===== src/rtl/cic_comp_pkg.sv =====
// cic_comp_pkg
// Shared constants and helpers for the CIC droop compensator.
//   ACC_GUARD  : extra accumulator bits above the sample width
//   SHIFT      : right shift that removes the x16 coefficient scaling
//   chan_t     : channel index wide enough for the largest channel count
//   sat_trunc  : floor-shift an accumulator and clip it to a signed width
package cic_comp_pkg;

  localparam int ACC_GUARD    = 6;
  localparam int SHIFT        = 4;
  localparam int MAX_BITWIDTH = 32;
  localparam int ACC_MAX      = MAX_BITWIDTH + ACC_GUARD;
  localparam int MAX_CHANNELS = 16;

  typedef logic [$clog2(MAX_CHANNELS)-1:0] chan_t;

  typedef struct packed {
    logic [MAX_BITWIDTH-1:0] y;
    logic                    clip;
  } sat_res_t;

  // acc arrives sign-extended to ACC_MAX bits; y holds the low bw bits
  // of the clipped result (upper bits are don't-care for the caller).
  function automatic sat_res_t sat_trunc(input logic signed [ACC_MAX-1:0] acc,
                                         input int bw);
    logic signed [63:0] y_full;
    logic signed [63:0] max_v;
    logic signed [63:0] min_v;
    sat_res_t           r;
    y_full = 64'(acc);
    y_full = y_full >>> SHIFT;
    max_v  = (64'sd1 <<< (bw - 1)) - 64'sd1;
    min_v  = -max_v - 64'sd1;
    r.clip = 1'b0;
    r.y    = y_full[MAX_BITWIDTH-1:0];
    if (y_full > max_v) begin
      r.y    = max_v[MAX_BITWIDTH-1:0];
      r.clip = 1'b1;
    end else if (y_full < min_v) begin
      r.y    = min_v[MAX_BITWIDTH-1:0];
      r.clip = 1'b1;
    end
    return r;
  endfunction

endpackage


===== src/rtl/cic_comp_fir_mc_hist.sv =====
// cic_comp_hist
// Per-channel sample history (h1 = previous sample, h2 = two samples ago).
//   clk, rst  : clock, async active-low reset
//   clr       : synchronous clear of every channel (wins over we)
//   we        : shift wdata into the history of channel chan
//   chan      : channel for both the read and the write
//   wdata     : new sample
//   h1_rd     : h1 of chan (0 when chan is out of range)
//   h2_rd     : h2 of chan (0 when chan is out of range)
module cic_comp_hist
  import cic_comp_pkg::*;
#(
  parameter int BITWIDTH = 32,
  parameter int CHANNELS = 2
) (
  input  logic                clk,
  input  logic                rst,
  input  logic                clr,
  input  logic                we,
  input  chan_t               chan,
  input  logic [BITWIDTH-1:0] wdata,
  output logic [BITWIDTH-1:0] h1_rd,
  output logic [BITWIDTH-1:0] h2_rd
);

  logic [BITWIDTH-1:0] h1 [CHANNELS];
  logic [BITWIDTH-1:0] h2 [CHANNELS];

  always_comb begin
    h1_rd = '0;
    h2_rd = '0;
    for (int i = 0; i < CHANNELS; i++) begin
      if (chan == chan_t'(i)) begin
        h1_rd = h1[i];
        h2_rd = h2[i];
      end
    end
  end

  always_ff @(posedge clk or negedge rst) begin
    if (!rst) begin
      for (int i = 0; i < CHANNELS; i++) begin
        h1[i] <= '0;
        h2[i] <= '0;
      end
    end else begin
      for (int i = 0; i < CHANNELS; i++) begin
        if (clr) begin
          h1[i] <= '0;
          h2[i] <= '0;
        end else if (we && chan == chan_t'(i)) begin
          h2[i] <= h1[i];
          h1[i] <= wdata;
        end
      end
    end
  end

endmodule


===== src/rtl/cic_comp_fir_mc.sv =====
// cic_comp_fir_mc
// Multi-channel 3-tap symmetric CIC droop compensator,
// H = -(a/2)(1 + z^-2) + (1 + a)z^-1 with a = ALPHA/8, two pipe stages,
// valid/ready handshake, bypass, history clear and saturating output.
//   clk, rst             : clock, async active-low reset
//   ena                  : global enable; 0 freezes every register
//   in_valid/in_ready    : input handshake
//   in_data, in_chan     : signed sample and its channel
//   out_valid/out_ready  : output handshake
//   out_data, out_chan   : filtered sample and its channel
//   bypass               : pass the accepted sample through unfiltered
//   clr                  : clear all histories and the sat flag
//   sat                  : sticky, set when an output was clipped
module cic_comp_fir_mc
  import cic_comp_pkg::*;
#(
  parameter  int BITWIDTH = 32,
  parameter  int ALPHA    = 2,
  parameter  int CHANNELS = 2,
  localparam int CW       = (CHANNELS > 1) ? $clog2(CHANNELS) : 1
) (
  input  logic                clk,
  input  logic                rst,
  input  logic                ena,
  input  logic                in_valid,
  output logic                in_ready,
  input  logic [BITWIDTH-1:0] in_data,
  input  logic [CW-1:0]       in_chan,
  output logic                out_valid,
  input  logic                out_ready,
  output logic [BITWIDTH-1:0] out_data,
  output logic [CW-1:0]       out_chan,
  input  logic                bypass,
  input  logic                clr,
  output logic                sat
);

  localparam int AW = BITWIDTH + ACC_GUARD;
  // Coefficients scaled by 16: centre 16 + 2*ALPHA, outer taps ALPHA each.
  localparam logic signed [AW-1:0] C_MID  = AW'(16 + 2 * ALPHA);
  localparam logic signed [AW-1:0] C_SIDE = AW'(ALPHA);

  logic                 v1;
  logic                 byp1;
  logic [CW-1:0]        chan1;
  logic [BITWIDTH-1:0]  x0_1;
  logic signed [AW-1:0] acc1;

  logic                 adv2;
  logic                 accept;
  logic                 chan_ok;
  logic                 clr_eff;
  chan_t                wchan;
  logic [BITWIDTH-1:0]  h1_rd;
  logic [BITWIDTH-1:0]  h2_rd;
  logic signed [AW-1:0] x0e;
  logic signed [AW-1:0] x1e;
  logic signed [AW-1:0] x2e;
  logic signed [AW-1:0] acc_c;
  sat_res_t             sr;
  logic                 unused_sr;

  assign adv2     = ena && (!out_valid || out_ready);
  assign in_ready = ena && (!v1 || adv2);
  assign accept   = in_valid && in_ready;
  assign wchan    = chan_t'(in_chan);
  assign chan_ok  = int'(wchan) < CHANNELS;
  assign clr_eff  = ena && clr;

  cic_comp_hist #(
    .BITWIDTH (BITWIDTH),
    .CHANNELS (CHANNELS)
  ) u_hist (
    .clk   (clk),
    .rst   (rst),
    .clr   (clr_eff),
    .we    (accept && chan_ok),
    .chan  (wchan),
    .wdata (in_data),
    .h1_rd (h1_rd),
    .h2_rd (h2_rd)
  );

  // A sample arriving together with clr sees an already-cleared history.
  always_comb begin
    x0e = AW'($signed(in_data));
    x1e = clr_eff ? '0 : AW'($signed(h1_rd));
    x2e = clr_eff ? '0 : AW'($signed(h2_rd));
    acc_c = C_MID * x1e - C_SIDE * (x0e + x2e);
  end

  always_ff @(posedge clk or negedge rst) begin
    if (!rst) begin
      v1    <= 1'b0;
      byp1  <= 1'b0;
      chan1 <= '0;
      x0_1  <= '0;
      acc1  <= '0;
    end else if (in_ready) begin
      v1 <= accept && chan_ok;
      if (accept) begin
        byp1  <= bypass;
        chan1 <= in_chan;
        x0_1  <= in_data;
        acc1  <= acc_c;
      end
    end
  end

  assign sr        = sat_trunc(ACC_MAX'(acc1), BITWIDTH);
  assign unused_sr = ^sr.y;

  always_ff @(posedge clk or negedge rst) begin
    if (!rst) begin
      out_valid <= 1'b0;
      out_data  <= '0;
      out_chan  <= '0;
    end else if (adv2) begin
      out_valid <= v1;
      if (v1) begin
        out_chan <= chan1;
        out_data <= byp1 ? x0_1 : sr.y[BITWIDTH-1:0];
      end
    end
  end

  always_ff @(posedge clk or negedge rst) begin
    if (!rst) begin
      sat <= 1'b0;
    end else if (ena) begin
      if (clr)
        sat <= 1'b0;
      else if (adv2 && v1 && !byp1 && sr.clip)
        sat <= 1'b1;
    end
  end

endmodule


===== config.mk =====
export PLATFORM = sky130hd
export DESIGN_NAME = cic_comp_fir_mc
export DESIGN_NICKNAME = d
export VERILOG_FILES = /design/src/rtl/cic_comp_pkg.sv /design/src/rtl/cic_comp_fir_mc_hist.sv /design/src/rtl/cic_comp_fir_mc.sv
export SDC_FILE = /design/constraint.sdc
export NUM_CORES = 1
export LEC_CHECK = 0
export CAP_MARGIN = 20
export CORE_MARGIN = 2
export CORE_UTILIZATION = 39
export DETAILED_ROUTE_END_ITERATION = 10
export PLACE_DENSITY = 0.57
export SYNTH_ARGS = -nofsm -noshare
export SYNTH_HDL_FRONTEND = slang
export SYNTH_SLANG_ARGS = --single-unit

===== constraint.sdc =====
create_clock -name clk -period 6.45 [get_ports clk]
set_clock_uncertainty 0.05 [all_clocks]
set_input_delay 0.645 -clock clk [delete_from_list [all_inputs] [get_ports clk]]
set_output_delay 0.645 -clock clk [all_outputs]
set_load 0.005 [all_outputs]

==> impl_metrics.json, run 1 <==
{
  "synth_cells": 1813,
  "reg2reg_slack_ns": 0.88,
  "dieArea_sq_um": 40300,
  "pwr-share-comb": 0.305,
  "hold_viol": 0,
  "clock_latency_ns": 0.55,
  "p_sw_uw": 1540,
  "p_seq_frac": 0.395,
  "antenna_found_initial": 0,
  "vias_per_cell": 5.33,
  "hold_path_class": "input pin to asynchronous set/reset pin",
  "muxShareOfSynthArea": 0.0459,
  "fin_crit_sh": 0.924,
  "antenna_cells": 0,
  "synthXorXnorAreaFrac": 0.0510,
  "grt_max_degree": 102,
  "fill_cells": 3797,
  "leakage_uw": 0.00850,
  "numPortBuffers": 75,
  "synthAdderAreaFrac": 0.105,
  "globalRouteTotalUtil": 0.200,
  "synthToLayoutAreaGrowth_pct": 15.5,
  "cts-resized-gates": 0,
  "fin_util": 0.454,
  "synth_cell_types": 63,
  "ant_nets": 0,
  "yosys-top-cells-count": "nand2_1, a21oi_1, dfrtp_1",
  "num-nets-final": 2048,
  "rsz0062_at_grt": "false",
  "yosysWarnings": 0,
  "arrival_ns": 6.31,
  "yosys.area_share.simple": 0.201,
  "worst_pin_slew_ns": 0.912,
  "dr.pass1.iters": 5,
  "async_reset_ff_frac": 1.00,
  "yosysTopAreaCell": "dfrtp_1",
  "status": "completed",
  "drt_iter0_drc": 1025,
  "ys.flop_type": "dfrtp_1",
  "clockRootBuffer": "clkbuf_16",
  "synth_edf_count": 0,
  "ir_drop_v": 0.000153,
  "crit_type": "input pin to flop",
  "finalSetupTns_ns": 0,
  "dp_slack_ns": -0.00173,
  "drv_cap": 0,
  "clk_pin_slew_ns": 0.06,
  "layout_setup_ws_ns": 0.489,
  "start_util": 0.393,
  "num_vias": 12900,
  "cts_setup_buffers": 0,
  "synthesis.area_sq_um": 15100,
  "routabilityCongestion": 0.902,
  "fmax_ghz": 0.168,
  "numCtsBuffers": 26,
  "swShare": 0.326,
  "synth.most_common_cell": "nand2_1",
  "grt_pass1_wl_microns": 65800,
  "worstPathRequired_ns": 6.79,
  "htreeDepth": 1,
  "grt_overflow": 0,
  "synth-seq-cells": 232,
  "row_count": 72,
  "synth_top_family_by_area": "simple AND/OR/NAND/NOR gates",
  "grt_pass1_vias": 12200,
  "p_int_uw": 3190,
  "synth.avg_cell_area_sq_um": 8.34,
  "dieHeight_microns": 201,
  "endpoint_kind": "flop",
  "wirelength_microns": 40900,
  "core_sq_um": 38500,
  "dieWidth_microns": 201,
  "clkPwrFrac": 0.300,
  "clk_path_buf_depth": 3,
  "synth_top_area_frac": 0.384,
  "wire_per_inst_microns": 16.9,
  "clock_sinks": 232,
  "min_period_ns": 5.96,
  "hpwl_microns": 29300,
  "synth-compound-area-share": 0.184,
  "finalSetupViolations": 0,
  "power_density_nw_per_um2": 271,
  "drc": 0,
  "max_slew_margin": 0.392,
  "pin_count": 76,
  "drv_slew": 0,
  "holdBufCountCts": 0,
  "cts_tree": "built",
  "synth_nets": 1979,
  "yosysSeqAreaShare": 0.384,
  "synth.area.top_cells": "dfrtp_1, nand2_1, ha_1",
  "start_kind": "input pin",
  "drive_above_1_share": 0.0589,
  "path_max_fanout": 25
}
[layer usage]
layer  routed length [microns]  global-route usage
met1                     20700               0.309
met4                       753              0.0468
met3                      2150              0.0203
met2                     17300               0.298
met5                         0                   0
[logic make-up (layout without fill, tap and decap cells)]
| kind of cell | after synthesis | count (layout) |
|---|---|---|
| buf+inv | 115 | 202 |
| fa+ha+maj | 126 | 126 |
| xor+xnor | 88 | 88 |
| compound gates | 467 | 467 |
| simple gates | 716 | 716 |
| flops | 232 | 232 |
| mux | 69 | 69 |
[layout make-up]
| class | count | area [sq um] | share of cell area |
|---|---|---|---|
| Clock inverter | 9 | 47.5 | 0.00272 |
| Tap cell | 518 | 648 | 0.0371 |
| Sequential cell | 232 | 5810 | 0.332 |
| Timing Repair Buffer | 130 | 1200 | 0.0689 |
| Clock buffer | 37 | 763 | 0.0437 |
| Multi-Input combinational cell | 1466 | 8900 | 0.510 |
| Inverter | 26 | 97.6 | 0.00559 |
[state kept, by name, summed over array words and instances (netlist names)]
register and flops:
v1 1, out_data 32, byp1 1, x0_1 32
chan1 1, out_chan 1, out_valid 1, acc1 34
u_hist.h1 64, sat 1, u_hist.h2 64
[stage by stage]
step	area, sq um	power [uW]	hold slack (ns)	instances
5_1_grt	17500	5040	0.126	2418
3_5_place_dp	16700	3340	0.410	2372
6_report	17500	4740	0.0415	2418
4_1_cts	17500	4780	0.0893	2418
3_3_place_gp	16700	3310	0.406	2372
2_1_floorplan	15100	2760	0.299	1813
[final timing paths]
check | from | end | depth (start not counted)
max | ena | acc1[35] | 27
max in group asynchronous | rst | out_data[25] | 2
min reg2reg | acc1[5] | acc1[5] | 2
max reg2reg | u_hist.h1[3] | acc1[35] | 26
min | rst | x0_1[1] | 1
min in group clk | acc1[5] | acc1[5] | 2
[critical path, stage by stage]
cell             delay, ns
clkdlybuf4s50_1       0.48
and2_4                0.36
nor2_1                0.17
xor2_1                0.18
ha_1                  0.19
inv_1                 0.06
fa_1                  0.40
nor2b_1               0.16
o31a_1                0.23
nor3_1                0.06
nor2_1                0.16
o21ai_1               0.07
nand2_1               0.11
a21oi_1               0.07
o21bai_1              0.16
xor2_1                0.31
ha_1                  0.32
a221oi_1              0.31
o21a_1                0.17
o21ai_1               0.09
a211o_2               0.31
a221o_1               0.37
a211o_1               0.30
a21o_1                0.22
a21oi_2               0.15
xor2_1                0.16
o21ai_1               0.07
[power by group through the flow]
| stage | combinational [uW] | clock [uW] | sequential (uW) |
|---|---|---|---|
| after detailed placement | 1440 | 0 | 1900 |
| after CTS | 1450 | 1460 | 1870 |
| final | 1440 | 1420 | 1870 |
| after global routing | 1610 | 1520 | 1900 |
| after floorplan | 885 | 0 | 1870 |
| after global placement | 1430 | 0 | 1890 |
[placed cells by master, fill, tap and decap left out, types with 7 or more instances in the layout]
cell | netlist | final
mux2i_1 | 66 | 66
and2_1 | 8 | 7
clkbuf_16 | 0 | 27
nand3_1 | 17 | 16
dfrtp_1 | 232 | 232
xor2_1 | 37 | 37
a21oi_1 | 234 | 234
o21ai_0 | 30 | 30
nor3_1 | 19 | 19
and3_1 | 13 | 12
o31ai_1 | 38 | 38
clkdlybuf4s50_1 | 0 | 73
o21bai_1 | 13 | 12
nor2_1 | 108 | 107
nand2_1 | 459 | 457
nand2b_1 | 13 | 13
o21a_1 | 14 | 14
xnor2_1 | 51 | 51
o21ai_1 | 41 | 41
a21o_1 | 46 | 46
nand4_1 | 11 | 11
ha_1 | 124 | 124
a31oi_1 | 8 | 8
clkinv_2 | 0 | 8
buf_4 | 0 | 53
nor2b_1 | 45 | 45
inv_1 | 26 | 26
No activity file was read; power rests on OpenSTA's default activity.
==> run 2: changes to the inputs <==
--- a/config.mk
+++ b/config.mk
@@ -9,6 +9,7 @@
 export CORE_MARGIN = 2
 export CORE_UTILIZATION = 39
 export DETAILED_ROUTE_END_ITERATION = 10
+export HOLD_SLACK_MARGIN = 0.05
 export PLACE_DENSITY = 0.57
 export SYNTH_ARGS = -nofsm -noshare
 export SYNTH_HDL_FRONTEND = slang
==> results of run 2 <==
Final layout, timing and power as in run 1 (identical DEF).
==> run 3: changes to the inputs <==
--- a/config.mk
+++ b/config.mk
@@ -6,11 +6,11 @@
 export NUM_CORES = 1
 export LEC_CHECK = 0
 export CAP_MARGIN = 20
-export CORE_MARGIN = 2
 export CORE_UTILIZATION = 39
 export DETAILED_ROUTE_END_ITERATION = 10
 export HOLD_SLACK_MARGIN = 0.05
 export PLACE_DENSITY = 0.57
+export SKIP_LAST_GASP = 1
 export SYNTH_ARGS = -nofsm -noshare
 export SYNTH_HDL_FRONTEND = slang
 export SYNTH_SLANG_ARGS = --single-unit
==> run 3 against run 2 <==
Net effect:
- core utilization grew 0.80 points
- first-iteration DRC count shrank 13%
- routed wire length grew 0.16%
- power grew 2.2%
- critical endpoint unchanged
- largest cell class unchanged
- largest power group unchanged
- highest routed layer unchanged
==> impl_metrics.json, run 3 (synthesis results as in run 1) <==
{
  "grt_overflow": 0,
  "regArea_sq_um": 5810,
  "drc": 0,
  "numCtsBuffers": 27,
  "min_period_ns": 5.87,
  "fill_cells": 3783,
  "clk_pin_slew_ns": 0.06,
  "drv_slew": 0,
  "fin_crit_sh": 0.911,
  "clk_path_buf_depth": 3,
  "endpoint_kind": "flop",
  "reg_top3": "u_hist.h1 (64), u_hist.h2 (64), acc1 (34)",
  "antenna_found_initial": 0,
  "p_int_uw": 3290,
  "dieArea_sq_um": 39500,
  "clock_sinks": 232,
  "fmax_ghz": 0.170,
  "multi_input_area_sq_um": 8900,
  "status": "completed",
  "clock_latency_ns": 0.55,
  "start_kind": "input pin",
  "cp_slowest_stage_delay_ns": 0.48,
  "core_sq_um": 37900,
  "p_seq_frac": 0.386,
  "numPortBuffers": 75,
  "cts-resized-gates": 0,
  "crit_buf_inv": 2,
  "worstPathRequired_ns": 6.79,
  "finalSetupViolations": 0,
  "cts_tree": "built",
  "num-nets-final": 2045,
  "ir_drop_v": 0.000176,
  "globalRouteTotalUtil": 0.208,
  "routabilityCongestion": 0.949,
  "holdBufCountCts": 0,
  "pwr-share-comb": 0.299,
  "drt_iter0_drc": 894,
  "max_slew_margin": 0.375,
  "grt_max_degree": 128,
  "wirelength_microns": 41000,
  "finalSetupTns_ns": 0,
  "clkPwrFrac": 0.314,
  "layout_common_cells": "nand2_1, a21oi_1, dfrtp_1",
  "synthToLayoutAreaGrowth_pct": 16.0,
  "dieWidth_microns": 199,
  "p_sw_uw": 1550,
  "slowest_stage": "clkdlybuf4s50_1",
  "dieHeight_microns": 199,
  "wire_per_inst_microns": 17.0,
  "crit_chain": "clkdlybuf4s50_1, and2_4, buf_12, nor2_1, ha_1, a21o_1, a21oi_1, o21bai_1, a31oi_1, a211o_1, a21oi_1, a21o_1, a21oi_1, xor2_1, ha_1, and4_1, a22o_1, a211o_2, a221o_1, a211o_1, a21o_1, a21oi_2, xor2_1, o21ai_1",
  "num_vias": 12700,
  "start_util": 0.398,
  "drive_above_1_share": 0.0563,
  "power_density_nw_per_um2": 276,
  "clockRootBuffer": "clkbuf_16",
  "crit_type": "input pin to flop",
  "worst_pin_slew_ns": 0.935,
  "arrival_ns": 6.21,
  "vias_per_cell": 5.28,
  "antenna_cells": 0,
  "swShare": 0.321,
  "grt_pass1_vias": 12100,
  "hpwl_microns": 29200,
  "finalHoldWorstSlack_ns": 0.0371,
  "ant_nets": 0,
  "htreeDepth": 1,
  "hold_viol": 0,
  "cpLargestDelayFamily": "compound AO/OA/AOI/OAI gates",
  "pin_count": 76,
  "grt_pass1_wl_microns": 65100,
  "hold_path_class": "input pin to asynchronous set/reset pin",
  "row_count": 71,
  "rsz0062_at_grt": "false",
  "dr.pass1.iters": 7,
  "leakage_uw": 0.00851,
  "drv_cap": 0,
  "final_common_cell": "nand2_1",
  "path_max_fanout": 37,
  "cts_setup_buffers": 0
}
==> run 3: cell count changes in the layout (fill, tap and decap cells not counted), sizes merged <==
cell    delta
bufinv     +1
buf        -4
inv        +1
clkbuf     +7
clkinv     -6
==> run 3: per-stage QoR <==
stage                     instances   util  power (uW)  setup slack [ns]  area, sq um
after global placement         2360  0.438        3310            0.0270        16600
after CTS                      2409  0.461        4870             0.590        17500
final                          2410  0.462        4840             0.576        17500
after detailed placement       2360  0.438        3330            0.0249        16600
after floorplan                1813      -        2760            0.0535        15100
after global routing           2410  0.462        5130             0.187        17500
==> run 3: layout make-up <==
type,count,area share
Multi-Input combinational cell,1466,0.508
Clock buffer,44,0.0468
Sequential cell,232,0.331
Inverter,26,0.00557
Clock inverter,5,0.00343
Timing Repair Buffer,126,0.0688
Tap cell,511,0.0365
==> run 3: worst paths after layout <==
check                                endpoint  slack (ns)    startpoint  cells past startpoint
worst max-delay path                 acc1[35]        0.58           ena                     24
worst min-delay path            u_hist.h1[27]        0.04           rst                      1
worst max register to register       acc1[35]        0.89  u_hist.h1[4]                     24
worst min register to register    out_data[5]        0.42   out_data[5]                      2
max in group asynchronous             x0_1[4]        5.17           rst                      2
min in group clk                  out_data[5]        0.42   out_data[5]                      2
==> run 3: metal layers <==
metal / vias up / GRT usage / routed length, microns / share of wire
met5: - / 0 / 0 / 0
met3: 42 / 0.0195 / 1890 / 0.046
met1: 6055 / 0.319 / 21100 / 0.52
met2: 237 / 0.310 / 17300 / 0.42
met4: 0 / 0.0493 / 657 / 0.016
li1: 6395 / - / - / -
==> run 3: power by group through the flow <==
| stage | clock [uW] | sequential, uW | combinational (uW) |
|---|---|---|---|
| after global routing | 1610 | 1900 | 1620 |
| after global placement | 0 | 1890 | 1420 |
| after detailed placement | 0 | 1900 | 1430 |
| final | 1520 | 1870 | 1450 |
| after floorplan | 0 | 1870 | 885 |
| after CTS | 1560 | 1870 | 1440 |
==> run 3: worst register-to-register path, cell delays in order, from the launching register on <==
cell and delay, ns:
dfrtp_1 0.40, mux2i_1 0.30, nor2_1 0.16, ha_1 0.30, ha_1 0.35, o21a_1 0.20
o31a_1 0.13, o31ai_1 0.26, o221ai_1 0.22, a21oi_1 0.19, nor2b_1 0.07, o21ai_1 0.19
nand2b_1 0.08, a21oi_1 0.20, xnor2_1 0.17, ha_1 0.32, a21oi_1 0.15, a2bb2oi_1 0.22
a21oi_1 0.14, a221o_1 0.39, a211o_1 0.32, a21o_1 0.22, a21oi_2 0.15, xor2_1 0.15
o21ai_1 0.07
